<file path="config.mk">
export PLATFORM = sky130hd
export DESIGN_NAME = store_issue_phase_flat
export DESIGN_NICKNAME = d
export VERILOG_FILES = /design/src/rtl/store_issue_phase_pkg.sv /design/src/rtl/store_issue_phase_if.sv /design/src/rtl/store_issue_phase_aligner.sv /design/src/rtl/store_issue_phase.sv /design/src/flat_wrapper.sv
export SDC_FILE = /design/constraint.sdc
export NUM_CORES = 1
export LEC_CHECK = 0
export ABC_AREA = 1
export BUFFER_PORTS_ARGS = -buffer_cell sky130_fd_sc_hd__buf_2
export CAP_MARGIN = 20
export CORE_UTILIZATION = 35
export CTS_CLUSTER_DIAMETER = 30
export DETAILED_ROUTE_END_ITERATION = 10
export PLACE_DENSITY_LB_ADDON = 0.05
export SYNTH_ARGS = -nofsm -noshare
export SYNTH_HDL_FRONTEND = slang
export SYNTH_SLANG_ARGS = --single-unit
</file>
<file path="constraint.sdc">
create_clock -name clk -period 1.9 [get_ports clk]
set_input_delay 0.38 -clock clk [delete_from_list [all_inputs] [get_ports clk]]
set_output_delay 0.38 -clock clk [all_outputs]
set_load 0.03 [all_outputs]
</file>
<file path="src/rtl/store_issue_phase_pkg.sv">
// Shared micro-op codes, access-size constants and issue FSM states for the store issue stage.
package store_issue_phase_pkg;

    localparam int ADDR_W   = 32;
    localparam int OPCODE_W = 8;
    localparam int REG_W    = 64;
    localparam int DATA_W   = 64;

    localparam logic [OPCODE_W-1:0] MICRO_LB = 8'h10;
    localparam logic [OPCODE_W-1:0] MICRO_LD = 8'h11;
    localparam logic [OPCODE_W-1:0] MICRO_LQ = 8'h12;
    localparam logic [OPCODE_W-1:0] MICRO_SB = 8'h20;
    localparam logic [OPCODE_W-1:0] MICRO_SD = 8'h21;
    localparam logic [OPCODE_W-1:0] MICRO_SQ = 8'h22;

    localparam logic [3:0] SIZE_B = 4'd1;
    localparam logic [3:0] SIZE_D = 4'd4;
    localparam logic [3:0] SIZE_Q = 4'd8;

    typedef enum logic {
        IDLE  = 1'b0,
        SPLIT = 1'b1
    } issue_state_t;

    function automatic logic [3:0] op_size(input logic [OPCODE_W-1:0] op);
        case (op)
            MICRO_SB, MICRO_LB: op_size = SIZE_B;
            MICRO_SD, MICRO_LD: op_size = SIZE_D;
            MICRO_SQ, MICRO_LQ: op_size = SIZE_Q;
            default:            op_size = 4'd0;
        endcase
    endfunction

    function automatic logic is_store(input logic [OPCODE_W-1:0] op);
        is_store = (op == MICRO_SB) || (op == MICRO_SD) || (op == MICRO_SQ);
    endfunction

    function automatic logic is_load(input logic [OPCODE_W-1:0] op);
        is_load = (op == MICRO_LB) || (op == MICRO_LD) || (op == MICRO_LQ);
    endfunction

endpackage

</file>
<file path="src/rtl/store_issue_phase_if.sv">
// Execute-side op bundle plus memory request / write-back offset outputs of the store issue stage.
interface store_issue_phase_if
    import store_issue_phase_pkg::*;
#(
    parameter int AW = ADDR_W
);
    logic [OPCODE_W-1:0] ex_opcode;
    logic [AW-1:0]       ex_addr;
    logic [REG_W-1:0]    ex_st_data;
    logic                flush;
    logic                mem_we;
    logic                mem_re;
    logic [AW-1:0]       mem_addr;
    logic [DATA_W-1:0]   mem_wdata;
    logic [7:0]          mem_be;
    logic [2:0]          ew_ld_offset;
    logic                stall_st;

    modport master (
        input  ex_opcode, ex_addr, ex_st_data, flush,
        output mem_we, mem_re, mem_addr, mem_wdata, mem_be, ew_ld_offset, stall_st
    );

    modport slave (
        output ex_opcode, ex_addr, ex_st_data, flush,
        input  mem_we, mem_re, mem_addr, mem_wdata, mem_be, ew_ld_offset, stall_st
    );
endinterface

</file>
<file path="src/rtl/store_issue_phase_aligner.sv">
// store_aligner: combinational byte-lane alignment of store data into low-word and high-word beats.
// split is set when the access spills past the end of the 8-byte word.
module store_aligner
    import store_issue_phase_pkg::*;
(
    input  logic [DATA_W-1:0] data,
    input  logic [2:0]        off,
    input  logic [3:0]        n,
    output logic [DATA_W-1:0] wdata0,
    output logic [DATA_W-1:0] wdata1,
    output logic [7:0]        be0,
    output logic [7:0]        be1,
    output logic              split
);
    logic [15:0] mask;
    logic [3:0]  off4;
    logic [6:0]  bit_off;

    always_comb begin
        off4    = {1'b0, off};
        bit_off = {1'b0, off, 3'b000};
        mask    = (16'd1 << n) - 16'd1;
        be0     = 8'(mask << off);
        // off == 0 shifts by the full width, leaving beat 1 empty
        be1     = 8'(mask >> (4'd8 - off4));
        wdata0  = data << bit_off;
        wdata1  = data >> (7'd64 - bit_off);
        split   = (off4 + n) > 4'd8;
    end
endmodule

</file>
<file path="src/rtl/store_issue_phase.sv">
// Registered load/store issue to word-addressed memory, 1 cycle; word-crossing stores split into two beats.
// stall_st asks upstream to hold ex_* while beat 1 issues; perf counters under STORE_ISSUE_PERF_EN.
module store_issue_phase
    import store_issue_phase_pkg::*;
#(
    parameter int ADDR_W_P   = ADDR_W,
    parameter int BEAT_BYTES = 8
)(
    input  logic                clk,
    input  logic                rstn,
    store_issue_phase_if.master bus
`ifdef STORE_ISSUE_PERF_EN
    ,
    output logic [31:0]         st_beat_cnt,
    output logic [31:0]         st_split_cnt
`endif
);
    localparam int OFF_W = $clog2(BEAT_BYTES);

    issue_state_t         state_q, state_d;
    logic                 we_q, we_d;
    logic                 re_q, re_d;
    logic [ADDR_W_P-1:0]  addr_q, addr_d;
    logic [DATA_W-1:0]    wdata_q, wdata_d;
    logic [7:0]           be_q, be_d;
    logic [2:0]           off_q, off_d;
    logic                 stall_q, stall_d;
    logic [DATA_W-1:0]    pend_wdata_q, pend_wdata_d;
    logic [7:0]           pend_be_q, pend_be_d;

    logic [OFF_W-1:0]     ex_off;
    logic [3:0]           ex_n;
    logic                 ex_st, ex_ld;
    logic [DATA_W-1:0]    al_wdata0, al_wdata1;
    logic [7:0]           al_be0, al_be1;
    logic                 al_split;

    assign ex_off = bus.ex_addr[OFF_W-1:0];
    assign ex_n   = op_size(bus.ex_opcode);
    assign ex_st  = is_store(bus.ex_opcode);
    assign ex_ld  = is_load(bus.ex_opcode);

    store_aligner u_aligner (
        .data   (bus.ex_st_data),
        .off    (ex_off),
        .n      (ex_n),
        .wdata0 (al_wdata0),
        .wdata1 (al_wdata1),
        .be0    (al_be0),
        .be1    (al_be1),
        .split  (al_split)
    );

    always_comb begin
        state_d      = state_q;
        we_d         = 1'b0;
        re_d         = 1'b0;
        stall_d      = 1'b0;
        addr_d       = addr_q;
        wdata_d      = wdata_q;
        be_d         = be_q;
        off_d        = off_q;
        pend_wdata_d = pend_wdata_q;
        pend_be_d    = pend_be_q;

        case (state_q)
            IDLE: begin
                if (!bus.flush && ex_st) begin
                    we_d         = 1'b1;
                    addr_d       = bus.ex_addr >> 3;
                    be_d         = al_be0;
                    wdata_d      = al_wdata0;
                    pend_be_d    = al_be1;
                    pend_wdata_d = al_wdata1;
                    if (al_split) begin
                        state_d = SPLIT;
                        stall_d = 1'b1;
                    end
                end else if (!bus.flush && ex_ld) begin
                    re_d    = 1'b1;
                    addr_d  = bus.ex_addr >> 3;
                    off_d   = ex_off;
                    be_d    = 8'h00;
                    wdata_d = '0;
                end
            end
            SPLIT: begin
                // The held store predates any flush, so beat 1 always goes out.
                we_d    = 1'b1;
                addr_d  = addr_q + ADDR_W_P'(1);
                be_d    = pend_be_q;
                wdata_d = pend_wdata_q;
                state_d = IDLE;
            end
            default: state_d = IDLE;
        endcase
    end

    always_ff @(posedge clk or negedge rstn) begin
        if (!rstn) begin
            state_q      <= IDLE;
            we_q         <= 1'b0;
            re_q         <= 1'b0;
            addr_q       <= '0;
            wdata_q      <= '0;
            be_q         <= 8'h00;
            off_q        <= 3'd0;
            stall_q      <= 1'b0;
            pend_wdata_q <= '0;
            pend_be_q    <= 8'h00;
        end else begin
            state_q      <= state_d;
            we_q         <= we_d;
            re_q         <= re_d;
            addr_q       <= addr_d;
            wdata_q      <= wdata_d;
            be_q         <= be_d;
            off_q        <= off_d;
            stall_q      <= stall_d;
            pend_wdata_q <= pend_wdata_d;
            pend_be_q    <= pend_be_d;
        end
    end

    assign bus.mem_we       = we_q;
    assign bus.mem_re       = re_q;
    assign bus.mem_addr     = addr_q;
    assign bus.mem_wdata    = wdata_q;
    assign bus.mem_be       = be_q;
    assign bus.ew_ld_offset = off_q;
    assign bus.stall_st     = stall_q;

`ifdef STORE_ISSUE_PERF_EN
    // Counters advance with the registered strobe so they track visible beats.
    always_ff @(posedge clk or negedge rstn) begin
        if (!rstn) begin
            st_beat_cnt  <= 32'd0;
            st_split_cnt <= 32'd0;
        end else begin
            if (we_d && (st_beat_cnt != 32'hFFFF_FFFF))
                st_beat_cnt <= st_beat_cnt + 32'd1;
            if ((state_q == IDLE) && (state_d == SPLIT) && (st_split_cnt != 32'hFFFF_FFFF))
                st_split_cnt <= st_split_cnt + 32'd1;
        end
    end
`endif

endmodule

</file>
<file path="src/flat_wrapper.sv">
// flat-port wrapper written by rule: the top's interface ports become plain ports
module store_issue_phase_flat import store_issue_phase_pkg::*;
#(
    parameter int ADDR_W_P   = ADDR_W,
    parameter int BEAT_BYTES = 8
)
  (clk, rstn, bus_ex_opcode, bus_ex_addr, bus_ex_st_data, bus_flush, bus_mem_we, bus_mem_re, bus_mem_addr, bus_mem_wdata, bus_mem_be, bus_ew_ld_offset, bus_stall_st);
  store_issue_phase_if bus_i ();
  input  logic clk;
  input  logic rstn;
  input wire logic [$bits(bus_i.ex_opcode)-1:0] bus_ex_opcode;
  input wire logic [$bits(bus_i.ex_addr)-1:0] bus_ex_addr;
  input wire logic [$bits(bus_i.ex_st_data)-1:0] bus_ex_st_data;
  input wire logic [$bits(bus_i.flush)-1:0] bus_flush;
  output wire logic [$bits(bus_i.mem_we)-1:0] bus_mem_we;
  output wire logic [$bits(bus_i.mem_re)-1:0] bus_mem_re;
  output wire logic [$bits(bus_i.mem_addr)-1:0] bus_mem_addr;
  output wire logic [$bits(bus_i.mem_wdata)-1:0] bus_mem_wdata;
  output wire logic [$bits(bus_i.mem_be)-1:0] bus_mem_be;
  output wire logic [$bits(bus_i.ew_ld_offset)-1:0] bus_ew_ld_offset;
  output wire logic [$bits(bus_i.stall_st)-1:0] bus_stall_st;
  assign bus_i.ex_opcode = bus_ex_opcode;
  assign bus_i.ex_addr = bus_ex_addr;
  assign bus_i.ex_st_data = bus_ex_st_data;
  assign bus_i.flush = bus_flush;
  assign bus_mem_we = bus_i.mem_we;
  assign bus_mem_re = bus_i.mem_re;
  assign bus_mem_addr = bus_i.mem_addr;
  assign bus_mem_wdata = bus_i.mem_wdata;
  assign bus_mem_be = bus_i.mem_be;
  assign bus_ew_ld_offset = bus_i.ew_ld_offset;
  assign bus_stall_st = bus_i.stall_st;
  store_issue_phase #(.ADDR_W_P(ADDR_W_P), .BEAT_BYTES(BEAT_BYTES)) u_core (.clk(clk), .rstn(rstn), .bus(bus_i));
endmodule
</file>
# [Word-level counts from Yosys, hierarchy flattened]
# Index checks and enable logic that the tools add are counted.
[classes] addsub=5 n_lt_le_gt_ge=1 n_eq_ne=7 shift=5 mux=19 bitwise=2 n_reduce_logical=12
[op_table] op="64-bit two-way mux" n=2
[op_table] op="64-bit one-hot mux with 2 select lines" n=1
[op_table] op="32-bit two-way mux" n=2
[op_table] op="32-bit one-hot mux with 2 select lines" n=1
[op_table] op="64-bit by 6-bit left shift with 64-bit output" n=1
[op_table] op="64-bit by 7-bit >> shifter with 64-bit output" n=1
[op_table] op="32-bit by 1-bit adder with 32-bit output, second input constant" n=1
[op_table] op="8-bit by 5-bit == test with 1-bit output, second input constant" n=3
[op_table] op="8-bit by 6-bit == test with 1-bit output, second input constant" n=3
[op_table] op="8-bit two-way mux" n=2
[op_table] op="8-bit one-hot mux with 2 select lines" n=1
[op_table] op="1-bit by 4-bit left shift with 16-bit output, first input constant" n=1
[op_table] op="16-bit by 3-bit left shift with 8-bit output" n=1
[op_table] op="16-bit by 4-bit >> shifter with 8-bit output" n=1
[op_table] op="16-bit by 1-bit subtractor with 16-bit output, second input constant" n=1
[op_table] op="4-bit one-hot mux with 3 select lines" n=1
[op_table] op="1-bit two-way mux" n=7
[op_table] op="7-bit by 6-bit subtractor with 7-bit output, first input constant" n=1
[op_table] op="2-bit OR reduction" n=3
[op_table] op="3-bit by 4-bit adder with 4-bit output" n=1
[op_table] op="4-bit greater-than comparator, second input constant" n=1
[op_table] op="1-bit logical OR" n=4
[op_table] op="1-bit one-hot mux with 2 select lines" n=2
[op_table] op="4-bit by 3-bit subtractor with 4-bit output, first input constant" n=1
[op_table] op="6 further kinds" n=8
[word_totals] ff_bits=183 in_bits=107 word_cells=61

# [Depth between registers and ports, before layout]
[logic_depth] depth_word=8 mapped_depth=16

# [Cells and area by module]
# A second synthesis with hierarchy kept.
[unflattened] hier_cells=2208 hier_area_um2=13621.8
[by_module_without_submodules] module="store_issue_phase" instances=1 cells_per_inst=1305 area_each_um2=9390.3 seq_area_each_um2=4554.4
[by_module_without_submodules] module="store_aligner" instances=1 cells_per_inst=903 area_each_um2=4231.6 seq_area_each_um2=0.0

# [Worst setup path before layout]
# OpenSTA, ideal clock, no wires.
[synth_path] path_type="input -> register" start="in bus_ex_addr[0]" end="reg u_core.pend_wdata_q[10]" setup_time_ns=0.116 t_arrival_ns=2.159 required_time_ns=1.784 slack_ns=-0.376 stages=13 n_path_buf=5 path_cell_list="inv_2 -> buf_2 -> clkbuf_1 -> ha_1 -> buf_2 -> inv_1 -> buf_2 -> clkbuf_1 -> nand3_1 -> nand3_1 -> o21ai_0 -> nand2_1 -> nand2_1"
[synth_via] elab_chain_len=2
[synth_rtl] element="start: declaration" line_no="flat_wrapper.sv:12" rtl="input wire logic [$bits(bus_i.ex_addr)-1:0] bus_ex_addr;"
[synth_rtl] element="7-bit by 6-bit subtractor with 7-bit output" line_no="store_issue_phase_aligner.sv:27" rtl="wdata1 = data >> (7'd64 - bit_off);"
[synth_rtl] element="64-bit by 7-bit >> shifter with 64-bit output" line_no="store_issue_phase_aligner.sv:27"
[synth_rtl] element="end signal: assignment" line_no="store_issue_phase.sv:120" rtl="pend_wdata_q <= pend_wdata_d;"
[synth_rtl] element="end: declaration" line_no="store_issue_phase.sv:28" rtl="logic [DATA_W-1:0] pend_wdata_q, pend_wdata_d;"
# Every way passes these cells.
# A chain may end at the register's enable or synchronous reset.

# [Worst setup path after layout]
[layout_path] start="reg u_core.addr_q[0] (netlist: u_core.bus.mem_addr[0])" end="reg u_core.addr_q[18] (netlist: u_core.bus.mem_addr[18])"
[layout_via] elab_chain_len=2
[layout_rtl] element="start: declaration" line_no="store_issue_phase.sv:23" rtl="logic [ADDR_W_P-1:0] addr_q, addr_d;"
[layout_rtl] element="start signal: assignment" line_no="store_issue_phase.sv:115" rtl="addr_q <= addr_d;"
[layout_rtl] element="32-bit by 1-bit adder with 32-bit output" line_no="store_issue_phase.sv:90" rtl="addr_d = addr_q + ADDR_W_P'(1);"
[layout_rtl] element="32-bit one-hot mux with 2 select lines" line_no="store_issue_phase.sv:66" rtl="case (state_q)"
# Every way passes these cells.

==> flow_summary.json <==
{
  "mostFrequentLayoutCells": "515 x nand2_1, 215 x buf_2, 186 x buf_4, 180 x dfrtp_1, 151 x nand3_1",
  "power_density_nw_per_um2": 860.1,
  "hold_viol": 0,
  "path_cells": "ha_4 -> nand2_4 -> nor2_4 -> nand2_2 -> nor2_4 -> nand2_4 -> nor2_4 -> nand2_1 -> xor2_1 -> nand2_1 -> nand2_1 -> nand2_1",
  "cts_tree": "yes",
  "rrSetupSlack_ps": 100,
  "synth-seq-cells": 182,
  "cts_max_path_buffers": 2,
  "worst_setup_path_start_kind": "flip-flop",
  "end_kind": "flip-flop",
  "synth_top_area_cell": "dfrtp_1",
  "grt_pass1_wl_mm": 75.22,
  "dp_cells": 2472,
  "die_h_um": 186.1,
  "cts_num_sinks": 182,
  "fin_nets": 2165,
  "syn_area_um2": 11870,
  "drive_gt1_share_pct": 25.47,
  "ys_async_sr_fraction_pct": 100.0,
  "layout_commonest_cell": "nand2_1",
  "synth_edf_count": 0,
  "die_area_um2": 34640,
  "timing.critical_path.mode_cell": "nand2_1",
  "grt_pass1_vias": 13020,
  "num_rows": 67,
  "wirelength_mm": 49.30,
  "numCtsBuffers": 17,
  "path_max_fanout": 5,
  "core_region_area_um2": 33450,
  "drc_errors": 0,
  "hold_class": "in2reg",
  "synth_top_family_by_area": "simple AND/OR/NAND/NOR gates",
  "start_util_pct": 35.47,
  "timing_worst_setup_path_type": "reg2reg",
  "place_congestion": 0.9235,
  "first_pass_iters": 6,
  "htreeDepth": 4,
  "synth_compound_area_share_pct": 20.75,
  "die_x_um": 186.1,
  "num_vias": 13380,
  "synthDistinctLibCells": 51,
  "cts.reportedPaths.clkPinSlew_ps": 80,
  "period_share_pct": 94.79,
  "ys_seq_area_share_pct": 38.38,
  "yosys.area_share.simple_pct": 31.00,
  "skew_ps": 7.463,
  "grt.total_usage_pct": 29.06,
  "status": "finished, final reports clean",
  "grt_overflow": 0,
  "leakage_nw": 7.523,
  "avgSynthCellArea_um2": 6.918,
  "clock_latency_ps": 460,
  "max_stage_delay_ps": 400,
  "timing.final.crit_period_ps": 1801,
  "synth_xor_area_share_pct": 0.4429,
  "synthTopCellsByArea": "dfrtp_1 38%, nand2_1 16%, nand3_1 6.4%, o21ai_0 6.1%, nor2_1 3.9%",
  "p_total_mw": 13.51,
  "path_delay_family": "simple AND/OR/NAND/NOR gates",
  "syn_nets": 1828,
  "ir_drop_uv": 689.6,
  "max_freq_mhz": 555.2,
  "grt_max_degree": 55,
  "routedWlPerCell_um": 19.62,
  "io_pins": 217,
  "path_buf_inv": 0,
  "antenna_found_initial": 0,
  "final_util_pct": 46.98,
  "first_iter_violations": 1037,
  "hpwlAfterDp_mm": 36.08,
  "drv_cap": 0,
  "yosys_most_used_dff": "dfrtp_1",
  "synth_top_area_share_pct": 38.38,
  "finalSetupViolCount": 0,
  "synth_warnings": 0,
  "ant_nets": 0,
  "synth_fa_ha_area_share_pct": 0.6327,
  "slew_violations": 0,
  "synth_mux_area_share_pct": 0.2531,
  "rsz0062_at_grt": "no",
  "required_ps": 2250,
  "slew_headroom_pct": 64.90,
  "critPathArrivalTime_ps": 2160,
  "syn_inst": 1715,
  "cts-root-buf": "clkbuf_16",
  "via_per_inst": 5.323,
  "instances_no_fill": 2513,
  "synthToLayoutAreaGrowth_pct": 32.43,
  "worst_pin_slew_ps": 521.0,
  "crit_slowest_cell": "dfrtp_2",
  "num_antenna_cells": 0,
  "port_buffers": 216
}
[logic make-up after synthesis]
group | count (synthesis)
buffers and inverters | 242
AOI/OAI and AO/OA | 412
and+or+nand+nor | 864
xor gates and xnor gates | 6
DFF | 182
adders and majority gates | 6
muxes | 3
[worst paths after layout]
kind	startpoint	endpoint	cells after the start
worst max-delay path	u_core.bus.mem_addr[0]	u_core.bus.mem_addr[18]	12
worst min-delay path	bus_ex_addr[16]	u_core.bus.mem_addr[13]	3
worst max register to register	u_core.bus.mem_addr[0]	u_core.bus.mem_addr[18]	12
worst min register to register	u_core.bus.mem_wdata[30]	u_core.bus.mem_wdata[30]	2
max in group asynchronous	rstn	u_core.pend_be_q[2]	3
min in group asynchronous	rstn	u_core.bus.mem_wdata[15]	2
[where the power goes]
group          leakage (nW)  switching (mW)  internal [mW]
registers              2.19           0.609           4.60
clock network         0.273            1.72           1.99
logic                  5.06            3.01           1.59
total                  7.52            5.34           8.17
[worst min-delay path: stages]
cell and delay (ps):
buf_2 70, o211ai_1 60, o21ai_0 60
[layer usage]
layer  track usage, %  share of wire, %
met5                0                 0
met4            10.85               2.8
met1            39.14                45
met2            48.04                47
met3            2.974               4.7
[area by class of cell]
cell class,count,area (um^2)
Sequential cell,182,4559
Inverter,124,465.4
Clock buffer,19,442.9
Multi-Input combinational cell,1291,6356
Fill cell,3504,17740
Clock inverter,13,146.4
Tap cell,448,560.5
Timing Repair Buffer,436,3182
[synthesized netlist by cell type (10+ instances only)]
master / n
inv_1: 113
o211ai_1: 55
o21ai_1: 44
o21ai_0: 145
o31ai_1: 13
nor2_1: 122
inv_2: 10
nand2_1: 516
nor3_1: 11
dfrtp_1: 182
a31oi_1: 38
clkbuf_1: 54
buf_4: 12
nand3_1: 152
a21oi_1: 54
or2_2: 17
buf_1: 10
buf_2: 41
o21a_1: 18
nand4_1: 15
[per-stage QoR]
stage | area (um^2) | setup slack (ps) | TNS [ps] | hold slack [ps]
finish | 15710 | 98.96 | 0 | 161.1
global route | 15710 | 1.215 | 0 | 148.9
CTS | 15620 | 22.90 | 0 | 145.3
detailed placement | 14980 | -176.0 | -4221 | 362.2
global placement | 14980 | -149.7 | -2666 | 360.2
floorplan | 11940 | -19.56 | -104.1 | 84.41
[flip-flops by register name, indices dropped and copies added (netlist names)]
| signal | cells |
|---|---|
| u_core.bus.stall_st | 1 |
| u_core.bus.ew_ld_offset | 3 |
| u_core.pend_be_q | 8 |
| u_core.bus.mem_addr | 32 |
| u_core.bus.mem_wdata | 64 |
| u_core.bus.mem_be | 8 |
| u_core.pend_wdata_q | 64 |
| u_core.bus.mem_we | 1 |
| u_core.bus.mem_re | 1 |
[repair_timing]
action / in CTS / in global routing
pin swaps: 0 / 4
cloned: 1 / 1
hold buffers: 1 / 0
buffers inserted: 0 / 6
gates resized for setup: 1 / 5
endpoints found under the hold margin: 33 / 0
setup endpoints to repair: 1 / 8
No activity file was read; power rests on OpenSTA's default activity.
